===== src/rtl/delay_line.sv =====
// Per-channel variable delay line over a shared circular sample history.
// Each channel taps the history at its own depth; taps beyond the accepted-sample count read as zero.
module delay_line #(
  parameter int CHANNELS   = 4,
  parameter int CHAN_WIDTH = 16,
  parameter int ADDR_WIDTH = 5
) (
  input  logic                           aclk,
  input  logic                           areset,
  input  logic [CHANNELS*ADDR_WIDTH-1:0] cfg,
  input  logic [CHANNELS*CHAN_WIDTH-1:0] s_axis_tdata,
  input  logic                           s_axis_tvalid,
  output logic [CHANNELS*CHAN_WIDTH-1:0] m_axis_tdata,
  output logic                           m_axis_tvalid
);

  localparam int DW    = CHANNELS * CHAN_WIDTH;
  localparam int DEPTH = 1 << ADDR_WIDTH;

  logic [DW-1:0]                  mem [DEPTH];
  logic [ADDR_WIDTH-1:0]          wptr;
  logic [ADDR_WIDTH-1:0]          fill;
  logic [CHANNELS*ADDR_WIDTH-1:0] cfg_r;
  logic [DW-1:0]                  next_data;
  logic                           accept;

  assign accept = s_axis_tvalid & ~areset;

  // History storage is deliberately not reset; the fill count masks stale entries.
  always_ff @(posedge aclk) begin
    if (accept) begin
      mem[wptr] <= s_axis_tdata;
    end
  end

  always_ff @(posedge aclk) begin
    if (areset) begin
      wptr  <= '0;
      fill  <= '0;
      cfg_r <= '0;
    end else begin
      cfg_r <= cfg;
      if (accept) begin
        wptr <= wptr + 1'b1;
        if (fill != '1) begin
          fill <= fill + 1'b1;
        end
      end
    end
  end

  for (genvar c = 0; c < CHANNELS; c++) begin : g_chan
    logic [ADDR_WIDTH-1:0] d;
    logic [ADDR_WIDTH-1:0] raddr;
    logic [CHAN_WIDTH-1:0] rchan;

    assign d     = cfg_r[c*ADDR_WIDTH +: ADDR_WIDTH];
    assign raddr = wptr - d;
    assign rchan = mem[raddr][c*CHAN_WIDTH +: CHAN_WIDTH];

    // d never exceeds DEPTH-1, so the read slot is always distinct from the write slot.
    assign next_data[c*CHAN_WIDTH +: CHAN_WIDTH] =
      (d == '0)    ? s_axis_tdata[c*CHAN_WIDTH +: CHAN_WIDTH] :
      (fill >= d)  ? rchan : '0;
  end

  always_ff @(posedge aclk) begin
    if (areset) begin
      m_axis_tdata  <= '0;
      m_axis_tvalid <= 1'b0;
    end else begin
      m_axis_tvalid <= s_axis_tvalid;
      if (s_axis_tvalid) begin
        m_axis_tdata <= next_data;
      end
    end
  end

endmodule


===== config.mk =====
export PLATFORM = sky130hd
export DESIGN_NAME = delay_line
export DESIGN_NICKNAME = d
export VERILOG_FILES = /design/src/rtl/delay_line.sv
export SDC_FILE = /design/constraint.sdc
export NUM_CORES = 2
export LEC_CHECK = 0
export ABC_AREA = 0
export CORE_ASPECT_RATIO = 2
export CORE_MARGIN = 2
export CORE_UTILIZATION = 45
export DETAILED_ROUTE_END_ITERATION = 10
export SLEW_MARGIN = 20
export SYNTH_ARGS = -nofsm -noshare
export SYNTH_HDL_FRONTEND = slang
export SYNTH_SLANG_ARGS = --single-unit

===== constraint.sdc =====
create_clock -name aclk -period 6.36 [get_ports aclk]
set_input_delay 0.954 -clock aclk [delete_from_list [all_inputs] [get_ports aclk]]
set_output_delay 0.954 -clock aclk [all_outputs]
set_load 0.02 [all_outputs]

======== Yosys cells after proc, flatten, opt, wreduce, memory -nomap -nowiden ========
Memory sizes are Yosys's and may differ from the RTL's.
Index checks and enable logic that the tools add are counted.
storage, ports and cells
  flip-flop bits (word level) ............. 95
  bits in writable memories ............... 2048
  input port bits ......................... 87
  word-level logic and storage cells ...... 34
  memories kept ........................... 1
memory list
  name  words  width  read ports  clocked after memory_dff  write ports  RTL line  RTL
  mem   32     64     4           0                         1            20        logic [DW-1:0] mem [DEPTH];
cells by class
  add/sub/neg operators ................... 6
  $lt $le $gt $ge ......................... 4
  equal/unequal tests ..................... 1
  muxes and demuxes ....................... 10
  bitwise gates (word level) .............. 2
  reduce and logical (&&, ||, !) cells .... 5
operators by type and width
  kind                                          number
  2-to-1 mux 16 bit                             8
  greater-or-equal comparator 5 bit             4
  logical NOT 5 bit                             4
  subtractor 5 bit                              4
  adder 5 x 1 -> 5 bit (second input constant)  2
  != test 5 bit (second input constant)         1
  2-to-1 mux 1 bit                              2
  AND reduction 2 bit                           1
  bitwise AND 1 bit                             1
  inverter 1 bit                                1

======== Logic depth before layout (Yosys ltp) ========
  word-level depth ........................ 4
  depth in mapped cells ................... 12

======== Least setup slack after synthesis ========
OpenSTA, ideal clock, no wires.
  kind .................................... input port to flip-flop
  from .................................... input port s_axis_tvalid
  to ...................................... memory mem[15][0] in the netlist's numbering (enable)
  library setup time ...................... 0.487 ns
  arrival time ............................ 4.354 ns
  data required time ...................... 5.873 ns
  path slack .............................. 1.520 ns
  cell stages on the path ................. 6
  cells stage by stage .................... clkbuf_1 > nand2b_1 > clkbuf_1 > inv_1 > nand2_1 > nor2_1
between the ends
  cells in the longest elaborated chain, start to end .. 3
RTL lines
  item                                    RTL line  RTL
  from (decl)                             12        input logic s_axis_tvalid,
  bitwise AND 1 bit                       27        assign accept = s_axis_tvalid & ~areset;
  2-to-1 mux 1 bit                        31        if (accept) begin
  2-to-1 mux 1 bit (implied by the code)  32        mem[wptr] <= s_axis_tdata;
  to (decl)                               20
Every way passes these cells.

======== Final worst setup path ========
  from .................................... register wptr[1]
  to ...................................... register m_axis_tdata[19]
between the ends
  cells in the longest elaborated chain, start to end .. 4
RTL lines
  item                       RTL line  RTL
  from (decl)                21        logic [ADDR_WIDTH-1:0] wptr;
  from (signal assigned)     44        wptr <= wptr + 1'b1;
  subtractor 5 bit           58        assign raddr = wptr - d;
  memory read (32 x 64 bit)  -
  2-to-1 mux 16 bit          64        (fill >= d) ? rchan : '0;
  2-to-1 mux 16 bit          63        (d == '0) ? s_axis_tdata[c*CHAN_WIDTH +: CHAN_WIDTH] :
  to (signal assigned)       74        m_axis_tdata <= next_data;
  to (decl)                  13        output logic [CHANNELS*CHAN_WIDTH-1:0] m_axis_tdata,
Every way passes these cells.
A chain may end at the register's enable or synchronous reset.

==> flow_summary_export.csv <==
group,metric,value,unit
placement,place_hpwl,126000,um
timing,skew,0.0511,ns
synthesis,synth_top_area_cell,"edfxtp_1",
floorplan,ios,152,
timing,min_period,4.27,ns
timing,setup_viol,0,
layout,fill_cells,14400,
clocking,root_buffer,"clkbuf_16",
clocking,clkLatencyLatePin,0.86,ns
timing,fmax,234,MHz
routing,drt-vias-per-instance,6.10,
grt,grt_max_degree,129,
synthesis,yosysSeqAreaShare,76.2,%
floorplan,die-area,189000,um2
setup_path,worstPathMaxFanout,48,
timing,relSlewSlack,24.0,%
power_and_ir_drop,p_leak,30.4,nW
synthesis,synth-edff-count,2048,
layout,nets,4312,
synthesis,syn_nets,4013,
hold_path,worst_hold_path_type,"reg -> reg",
routing,route.detailed.drc,0,
hold_path,min_from,"wptr[0]",
floorplan,core-area,184000,um2
synthesis,synth_cells,3880,
synthesis,ys_warn_count,0,
grt,grt_pass1_vias,42700,
timing,maxSlewViolCount,0,
grt,antenna_found_initial,14,
synthesis,yosysUniqueCellTypes,50,
layout,finish.utilization,51.4,%
timing,tns,0,ns
clocking,clk_pin_slew,0.08,ns
flow_run,drv_cap,0,
floorplan,die_x,308,um
clocking,clkSinkCount,2143,
synthesis,yosys-top-cells-area,"edfxtp_1 74%, mux4_2 14%, dfxtp_1 2.3%",
grt,grt_use_total,24.1,%
synthesis,syn_avg_cell_area,21.5,um2
clocking,cts_setup_buffers,0,
floorplan,fp-row-count,223,
run_status,status,"finished, final reports clean",
setup_path,r2r_setup_slack,2.09,ns
timing,rsz0062_at_grt,"false",
timing,worst_pin_slew,1.14,ns
layout,drive_gt1_share,25.9,%
synthesis,ys_async_sr_fraction,0,%
setup_path,end_kind,"register",
synthesis,yosys.area.top_type_share,73.9,%
timing,fin_crit_sh,67.1,%
clocking,cts_tree,"done",
power_and_ir_drop,peakVddDrop,203,uV
placement,portBuffers,151,
routing,totalWireLength,226000,um
synthesis,synthFlopType,"edfxtp_1",
setup_path,cp-start-kind,"register",
synthesis,syn_area,83200,um2
timing,finalHoldViolCount,0,
placement,place_ws,2.02,ns
power_and_ir_drop,power_density,325,nW/um2
routing,drt_iter0_drc,4255,
setup_path,worstRegToRegCells,7,
floorplan,die_y,612,um
layout,multi_input_area,19300,um2
layout,register_area,63400,um2
setup_path,cp-startpoint,"wptr[1]",
floorplan,start_util,45.2,%
clocking,cts.htree.levels,4,
routing,antenna_left,0,
layout,layout_common_cells,"2048 x edfxtp_1, 511 x mux4_2, 186 x clkbuf_16, 182 x nand2_1, 158 x mux2i_1",
setup_path,rr_endpoint,"m_axis_tdata[19]",
layout,final_common_cell,"edfxtp_1",
layout,syn2layout_area_growth,13.8,%
placement,place_congestion,0.772,
hold_path,whs_endpoint,"wptr[0]",
setup_path,crit-reg2reg-launch,"wptr[1]",
clocking,cts_buffer_depth,4,
setup_path,cp.required,7.04,ns
grt,grt-ovfl-total,0,
clocking,cts_hold_buffers,0,
routing,wl_per_cell,33.7,um
setup_path,arrival,4.95,ns
clocking,cts_resized,0,
hold_path,min_path_cells,2,
synthesis,ys_ff_latch,2143,
setup_path,path_class,"reg -> reg",
grt,grt_pass1_wl,319000,um
routing,drt_first_pass_iters,5,
routing,via_count,40800,
clocking,cts_buffers,185,
timing,setup_ws,2.09,ns
-- cell usage after synthesis, types with 7 or more instances --
master,number
a221oi_1,27
nand2_1,184
o221ai_1,54
xnor2_1,8
nand3_1,78
a31oi_1,8
nor2b_1,26
buf_4,8
a21o_1,48
xor2_1,14
a21oi_1,30
ha_1,42
nand2b_1,71
mux2_2,70
clkbuf_1,109
dfxtp_1,95
inv_1,22
mux2i_1,158
a221o_1,13
mux4_2,511
edfxtp_1,2048
buf_1,8
nor3_1,30
a2111oi_0,9
or4_1,7
nor2_1,55
buf_2,78
-- kinds of logic (layout without fill, tap and decap cells) --
family | after synthesis | after routing | synth area share, %
buffers and inverters | 230 | 670 | 1.24
flip-flops | 2143 | 2143 | 76.2
AND/OR/NAND/NOR | 480 | 480 | 2.75
multiplexers | 742 | 742 | 16.8
XOR/XNOR | 26 | 26 | 0.323
adder cells (fa/ha/maj) | 46 | 46 | 0.728
AO/OA/AOI/OAI | 213 | 213 | 2.02
other | 0 | 5 | 0
-- worst max-delay path: stages (launching register included) --
cell and delay (ns):
dfxtp_1 0.53, inv_1 0.29, fa_4 1.43, buf_12 0.36, mux4_2 0.37, mux2_2 0.28, a221oi_1 0.56, o221ai_1 0.22
-- layer usage --
metal  global-route usage (%)  routed length [um]
met5                        0                  26
met4                     7.86                7380
met3                     2.85               12000
met2                     44.2              123000
met1                     29.3               83000
-- how the worst max path moves through the flow --
stage | cells after the start | slack (ns) | to
after detailed placement | 7 | 2.02 | mem[31][43]
after CTS | 7 | 2.09 | m_axis_tdata[36]
after floorplan | 6 | 1.52 | mem[15][0]
final | 7 | 2.09 | m_axis_tdata[19]
after global routing | 7 | 2.05 | m_axis_tdata[36]
after global placement | 7 | 2.02 | mem[31][43]
-- power by group --
| part | internal, mW | switching [mW] |
|---|---|---|
| combinational | 1.68 | 2.12 |
| clock | 6.23 | 5.11 |
| sequential | 15.5 | 0.0819 |
-- sequential cells by signal, indices dropped and copies added, names as in the netlist --
register,count
cfg_r,20
wptr,5
m_axis_tvalid,1
m_axis_tdata,64
mem,2048
fill,5
-- cell type report --
| cell class | count | share of cell area, % |
|---|---|---|
| clock inverter | 103 | 1.09 |
| multi-input combinational | 1507 | 20.4 |
| sequential | 2143 | 66.9 |
| inverter | 22 | 0.0872 |
| tap | 2362 | 3.12 |
| antenna | 5 | 0.0132 |
| clock buffer | 225 | 5.17 |
| timing repair buffer | 320 | 3.20 |
-- per-stage QoR --
| step | cells | instance area, um2 | hold WS, ns | power, mW |
|---|---|---|---|---|
| global placement | 6352 | 88900 | 0.559 | 19.8 |
| floorplan | 3880 | 83200 | 0.532 | 18.4 |
| global route | 6685 | 94700 | 0.622 | 31.6 |
| detailed placement | 6353 | 88900 | 0.565 | 19.8 |
| finish | 6687 | 94700 | 0.588 | 30.8 |
| CTS | 6681 | 94800 | 0.586 | 31.0 |
Note: power is estimated with default switching activity, not from simulation.
